## src/rtl/vx_mem_perf_monitor.sv

```systemverilog
// Memory performance monitor: counts read/write lane fires, responses,
// outstanding reads, peak outstanding, and accumulated latency.
module vx_mem_perf_monitor #(
  parameter int NUM_CHANNELS = 1,
  parameter int NUM_LANES    = 4,
  parameter int CTR_WIDTH    = 44,
  parameter int REQ_DELAY    = 1,
  parameter int SATURATE     = 0
) (
  input  logic                              clk,
  input  logic                              reset,
  input  logic                              clear,
  input  logic [NUM_CHANNELS-1:0]           req_valid,
  input  logic [NUM_CHANNELS-1:0]           req_ready,
  input  logic [NUM_CHANNELS-1:0]           req_rw,
  input  logic [NUM_CHANNELS*NUM_LANES-1:0] req_mask,
  input  logic [NUM_CHANNELS-1:0]           rsp_valid,
  input  logic [NUM_CHANNELS-1:0]           rsp_ready,
  input  logic [NUM_CHANNELS*NUM_LANES-1:0] rsp_mask,
  output logic [CTR_WIDTH-1:0]              reads,
  output logic [CTR_WIDTH-1:0]              writes,
  output logic [CTR_WIDTH-1:0]              responses,
  output logic [CTR_WIDTH-1:0]              latency,
  output logic [CTR_WIDTH-1:0]              pending,
  output logic [CTR_WIDTH-1:0]              peak_pending,
  output logic                              underflow
);

  localparam int TOTAL = NUM_CHANNELS * NUM_LANES;
  localparam int CNT_W = $clog2(TOTAL + 1);
  // Two guard bits keep pending + rd_cnt - rsp_cnt exact for any operands.
  localparam int PW    = CTR_WIDTH + 2;

  logic              clr;
  logic [TOTAL-1:0]  rd_fire, wr_fire, rsp_fire;
  logic [TOTAL-1:0]  rd_dly, wr_dly;
  logic [CNT_W-1:0]  rd_cnt, wr_cnt, rsp_cnt;

  logic [CTR_WIDTH-1:0] reads_q, writes_q, responses_q, latency_q;
  logic [CTR_WIDTH-1:0] pending_q, peak_q;
  logic                 underflow_q;

  logic signed [PW-1:0] pend_sum;
  logic [CTR_WIDTH-1:0] pend_d, peak_d;
  logic                 under_evt;

  assign clr = reset | clear;

  function automatic logic [CNT_W-1:0] popcnt(input logic [TOTAL-1:0] v);
    logic [CNT_W-1:0] n;
    n = '0;
    for (int i = 0; i < TOTAL; i++) n = n + CNT_W'(v[i]);
    return n;
  endfunction

  // Wrapping or saturating counter add depending on SATURATE.
  function automatic logic [CTR_WIDTH-1:0] ctr_add(input logic [CTR_WIDTH-1:0] a,
                                                   input logic [CTR_WIDTH-1:0] b);
    logic [CTR_WIDTH:0] s;
    s = {1'b0, a} + {1'b0, b};
    if ((SATURATE != 0) && s[CTR_WIDTH]) return '1;
    return s[CTR_WIDTH-1:0];
  endfunction

  // Per-lane fire vectors from the channel handshakes and masks.
  always_comb begin
    rd_fire  = '0;
    wr_fire  = '0;
    rsp_fire = '0;
    for (int c = 0; c < NUM_CHANNELS; c++) begin
      for (int l = 0; l < NUM_LANES; l++) begin
        rd_fire[c*NUM_LANES+l]  = req_valid[c] & req_ready[c] & ~req_rw[c] & req_mask[c*NUM_LANES+l];
        wr_fire[c*NUM_LANES+l]  = req_valid[c] & req_ready[c] &  req_rw[c] & req_mask[c*NUM_LANES+l];
        rsp_fire[c*NUM_LANES+l] = rsp_valid[c] & rsp_ready[c] & rsp_mask[c*NUM_LANES+l];
      end
    end
  end

  generate
    if (REQ_DELAY == 0) begin : g_nodly
      assign rd_dly = rd_fire;
      assign wr_dly = wr_fire;
    end else begin : g_dly
      logic [TOTAL-1:0] rd_pipe_q [REQ_DELAY];
      logic [TOTAL-1:0] wr_pipe_q [REQ_DELAY];
      // Request-fire delay line; flushed by reset/clear so in-flight events are dropped.
      always_ff @(posedge clk) begin
        if (clr) begin
          for (int i = 0; i < REQ_DELAY; i++) begin
            rd_pipe_q[i] <= '0;
            wr_pipe_q[i] <= '0;
          end
        end else begin
          rd_pipe_q[0] <= rd_fire;
          wr_pipe_q[0] <= wr_fire;
          for (int i = 1; i < REQ_DELAY; i++) begin
            rd_pipe_q[i] <= rd_pipe_q[i-1];
            wr_pipe_q[i] <= wr_pipe_q[i-1];
          end
        end
      end
      assign rd_dly = rd_pipe_q[REQ_DELAY-1];
      assign wr_dly = wr_pipe_q[REQ_DELAY-1];
    end
  endgenerate

  assign rd_cnt  = popcnt(rd_dly);
  assign wr_cnt  = popcnt(wr_dly);
  assign rsp_cnt = popcnt(rsp_fire);

  // Next outstanding-read count: clamp at zero (flagging underflow), then wrap or saturate.
  always_comb begin
    under_evt = 1'b0;
    pend_sum  = $signed({2'b00, pending_q}) + $signed(PW'(rd_cnt)) - $signed(PW'(rsp_cnt));
    if (pend_sum < 0) begin
      pend_d    = '0;
      under_evt = 1'b1;
    end else if (pend_sum[PW-1:CTR_WIDTH] != 2'b00) begin
      pend_d = (SATURATE != 0) ? '1 : pend_sum[CTR_WIDTH-1:0];
    end else begin
      pend_d = pend_sum[CTR_WIDTH-1:0];
    end
    peak_d = (pend_d > peak_q) ? pend_d : peak_q;
  end

  // Counter state; reset/clear wins over every same-cycle event.
  always_ff @(posedge clk) begin
    if (clr) begin
      reads_q     <= '0;
      writes_q    <= '0;
      responses_q <= '0;
      latency_q   <= '0;
      pending_q   <= '0;
      peak_q      <= '0;
      underflow_q <= 1'b0;
    end else begin
      reads_q     <= ctr_add(reads_q, CTR_WIDTH'(rd_cnt));
      writes_q    <= ctr_add(writes_q, CTR_WIDTH'(wr_cnt));
      responses_q <= ctr_add(responses_q, CTR_WIDTH'(rsp_cnt));
      latency_q   <= ctr_add(latency_q, pending_q);
      pending_q   <= pend_d;
      peak_q      <= peak_d;
      underflow_q <= underflow_q | under_evt;
    end
  end

  assign reads        = reads_q;
  assign writes       = writes_q;
  assign responses    = responses_q;
  assign latency      = latency_q;
  assign pending      = pending_q;
  assign peak_pending = peak_q;
  assign underflow    = underflow_q;

endmodule

```

## config.mk

```make
export PLATFORM = sky130hd
export DESIGN_NAME = vx_mem_perf_monitor
export DESIGN_NICKNAME = d
export VERILOG_FILES = /design/src/rtl/vx_mem_perf_monitor.sv
export SDC_FILE = /design/constraint.sdc
export NUM_CORES = 1
export LEC_CHECK = 0
export BUFFER_PORTS_ARGS = -buffer_cell sky130_fd_sc_hd__buf_4
export CAP_MARGIN = 20
export CORE_ASPECT_RATIO = 0.6
export CORE_MARGIN = 2
export CORE_UTILIZATION = 40
export DETAILED_ROUTE_END_ITERATION = 7
export GPL_ROUTABILITY_DRIVEN = 0
export GPL_TIMING_DRIVEN = 0
export HOLD_SLACK_MARGIN = 0.1
export SYNTH_ARGS = -nofsm -noshare
export SYNTH_HDL_FRONTEND = slang
export SYNTH_SLANG_ARGS = --single-unit
```

## constraint.sdc

```tcl
create_clock -name clk -period 17.2 [get_ports clk]
set_clock_uncertainty 0.05 [all_clocks]
set_input_delay 1.72 -clock clk [delete_from_list [all_inputs] [get_ports clk]]
set_output_delay 1.72 -clock clk [all_outputs]
set_load 0.03 [all_outputs]
```

==> flow_summary.yaml <==
status:
  status: "completed"
critical_path:
  required_ps: 17610
  cp-start-kind: "input pin"
  end_kind: "flip-flop"
  crit_type: "in -> reg"
  path_max_fanout: 10
  cp_data_arrival_time_ps: 10250
place:
  dp_hpwl_mm: 41.1
  portBuffers: 280
synth:
  synth_top_area_share_pct: 33.5
  synth_seq_cells: 273
  yosys_warnings: 0
  synth_cell_types: 76
  synth_commonest_cells: "275 x nor2_1, 273 x dfxtp_1, 146 x a21oi_1, 146 x inv_1, 146 x nand2_1"
  async_flop_share_pct: 0
  yosysMostFrequentCell: "nor2_1"
  syn-num-nets: 2177
  yosysSeqAreaShare_pct: 33.5
  synthTopCellsByArea: "dfxtp_1 34%, ha_1 11%, nor2_1 6.3%"
  avgSynthCellArea_um2: 8.12
  yosysTopAreaCell: "dfxtp_1"
  synthCells: 2007
  syn_area_mm2: 0.0163
  synth_edf_count: 0
  synth_top_flop_cell: "dfxtp_1"
drt:
  vias: 15457
  antenna_left: 0
  finalWirelength_mm: 52.2
  post_drt_wl_per_cell_um: 18.2
  drcViolationCount: 0
  via_per_inst: 5.39
  drt_iter0_drc: 1145
  drt_first_pass_iters: 6
timing:
  max_freq_mhz: 102
  slew_headroom_pct: 26.7
  post-route-period-util_pct: 57.2
  fin_crit_ps: 9830
  hold_viol_final: 0
  rsz0062_at_grt: "false"
  slew_viol_final: 0
  tightestPinTransition_ps: 1090
  fin_setup_tns_ps: 0
  setup_viol: 0
hold_path:
  hold_class: "reg -> reg"
clock_network:
  ctsHoldBuffers: 0
  clkSinkCount: 273
  root_buffer: "clkbuf_16"
  post_cts_buffers: 0
  path_clk_slew_ps: 60
  post_cts_resized: 0
  cts_max_level: 1
  cts_buffer_depth: 3
  worstSkewPairLatency_ps: 560
  cts_buffers: 28
  cts_tree: "built"
die:
  start_util_pct: 40.5
  die_w_um: 265
  core_mm2: 0.0403
  dieArea_mm2: 0.0424
  die-height_um: 160
  io_pins: 281
  num_rows: 57
grt:
  grt_max_degree: 14
  grt-ovfl-total: 0
  antenna_found_initial: 1
  grtUsageTotal_pct: 24.0
  grt_pass1_wl_mm: 81.3
  grt_pass1_vias: 14341
final_layout:
  area_delta_synth_final_pct: 22.6
  drive_above_1_share_pct: 16.2
  nNetsFinal: 2488
run:
  timing.max_cap.violations: 0
==> per-stage QoR <==
| step | hold WS (ps) | instance area, um^2 | utilization, % | worst slack, ps | cells |
|---|---|---|---|---|---|
| global placement | 411 | 19100 | 47.3 | 7280 | 2818 |
| global route | 458 | 20000 | 49.6 | 7130 | 2867 |
| floorplan | 535 | 16300 | - | 9410 | 2007 |
| finish | 438 | 20000 | 49.6 | 7370 | 2868 |
| CTS | 436 | 20000 | 49.6 | 7810 | 2866 |
| detailed placement | 421 | 19100 | 47.3 | 7240 | 2818 |
==> per-layer routing <==
layer	global-route usage (%)	vias to the layer above	routed length, um
met1	37.1	7311	26700
met2	34.4	475	21200
li1	-	7616	-
met3	4.25	55	3490
met4	4.52	0	833
met5	0	-	0
==> registers in the layout (all words and copies together), names as in the netlist <==
name / cells
writes: 44
reads: 44
underflow: 1
g_dly.rd_pipe_q: 4
responses: 44
pending: 44
peak_pending: 44
latency: 44
g_dly.wr_pipe_q: 4
==> worst max-delay path: stages <==
cell and delay, ps:
buf_4 110, and3_1 190, fa_1 510, ha_1 220, ha_1 330, inv_1 80
fa_1 530, inv_1 60, fa_1 470, nand2b_1 170, a21oi_1 270, a21oi_1 250
o31ai_1 730, a2111oi_0 380, nor2_1 420, a41oi_1 200, xor2_1 400, nor2_1 90
ha_1 300, nand3_1 70, nor4_1 930, o21ai_0 220, o211a_1 240, nor2_1 130
buf_2 360, clkbuf_1 570, nand3_1 150, o31ai_1 100
==> cell families (layout without fill, tap and decap cells) <==
| kind of cell | count (synthesis) | after routing | synth area share, % |
|---|---|---|---|
| adder cells (fa/ha/maj) | 154 | 154 | 12.3 |
| buffers and inverters | 209 | 538 | 4.98 |
| AO/OA/AOI/OAI | 430 | 430 | 16.6 |
| flip-flops | 273 | 273 | 33.5 |
| multiplexers | 24 | 24 | 1.59 |
| XOR/XNOR | 159 | 159 | 8.54 |
| AND/OR/NAND/NOR | 758 | 758 | 22.5 |
| other | 0 | 1 | 0 |
==> layout by cell type, fill, tap and decap left out, types with 29 or more instances in the layout <==
cell type	Yosys	layout
buf_4	0	280
inv_1	146	146
nand2_1	146	146
ha_1	143	143
a21oi_1	146	146
a21o_1	51	51
nand3_1	64	64
clkbuf_16	0	29
xor2_1	109	109
and3_1	46	46
clkbuf_1	45	52
nor3_1	35	35
dfxtp_1	273	273
or3_1	36	36
o21ai_0	96	96
nor2_1	275	275
xnor2_1	50	50
nand4_1	41	41
==> layout make-up <==
cell class	count	area, um^2
clock buffer	43	848
timing repair buffer	281	2120
inverter	146	548
sequential	273	5470
antenna	1	2.50
clock inverter	5	52.6
fill	3901	20300
multi-input combinational	1525	10000
buffer	63	264
tap	531	664
==> path summary, 6_finish.rpt <==
kind / start / to / slack, ps / depth (start not counted)
worst max-delay path: rsp_mask[0] / peak_pending[27]$_SDFFE_PP0N_ / 7370 / 28
worst min-delay path: underflow$_SDFF_PP0_ / underflow$_SDFF_PP0_ / 440 / 2
worst max register to register: g_dly.rd_pipe_q[0][0]$_SDFF_PP0_ / peak_pending[27]$_SDFFE_PP0N_ / 8480 / 27
worst min register to register: underflow$_SDFF_PP0_ / underflow$_SDFF_PP0_ / 440 / 2
Power is left out: the tool's default activity adds up to more than one toggle a clock period on the data nets, which glitch-free logic cannot reach.
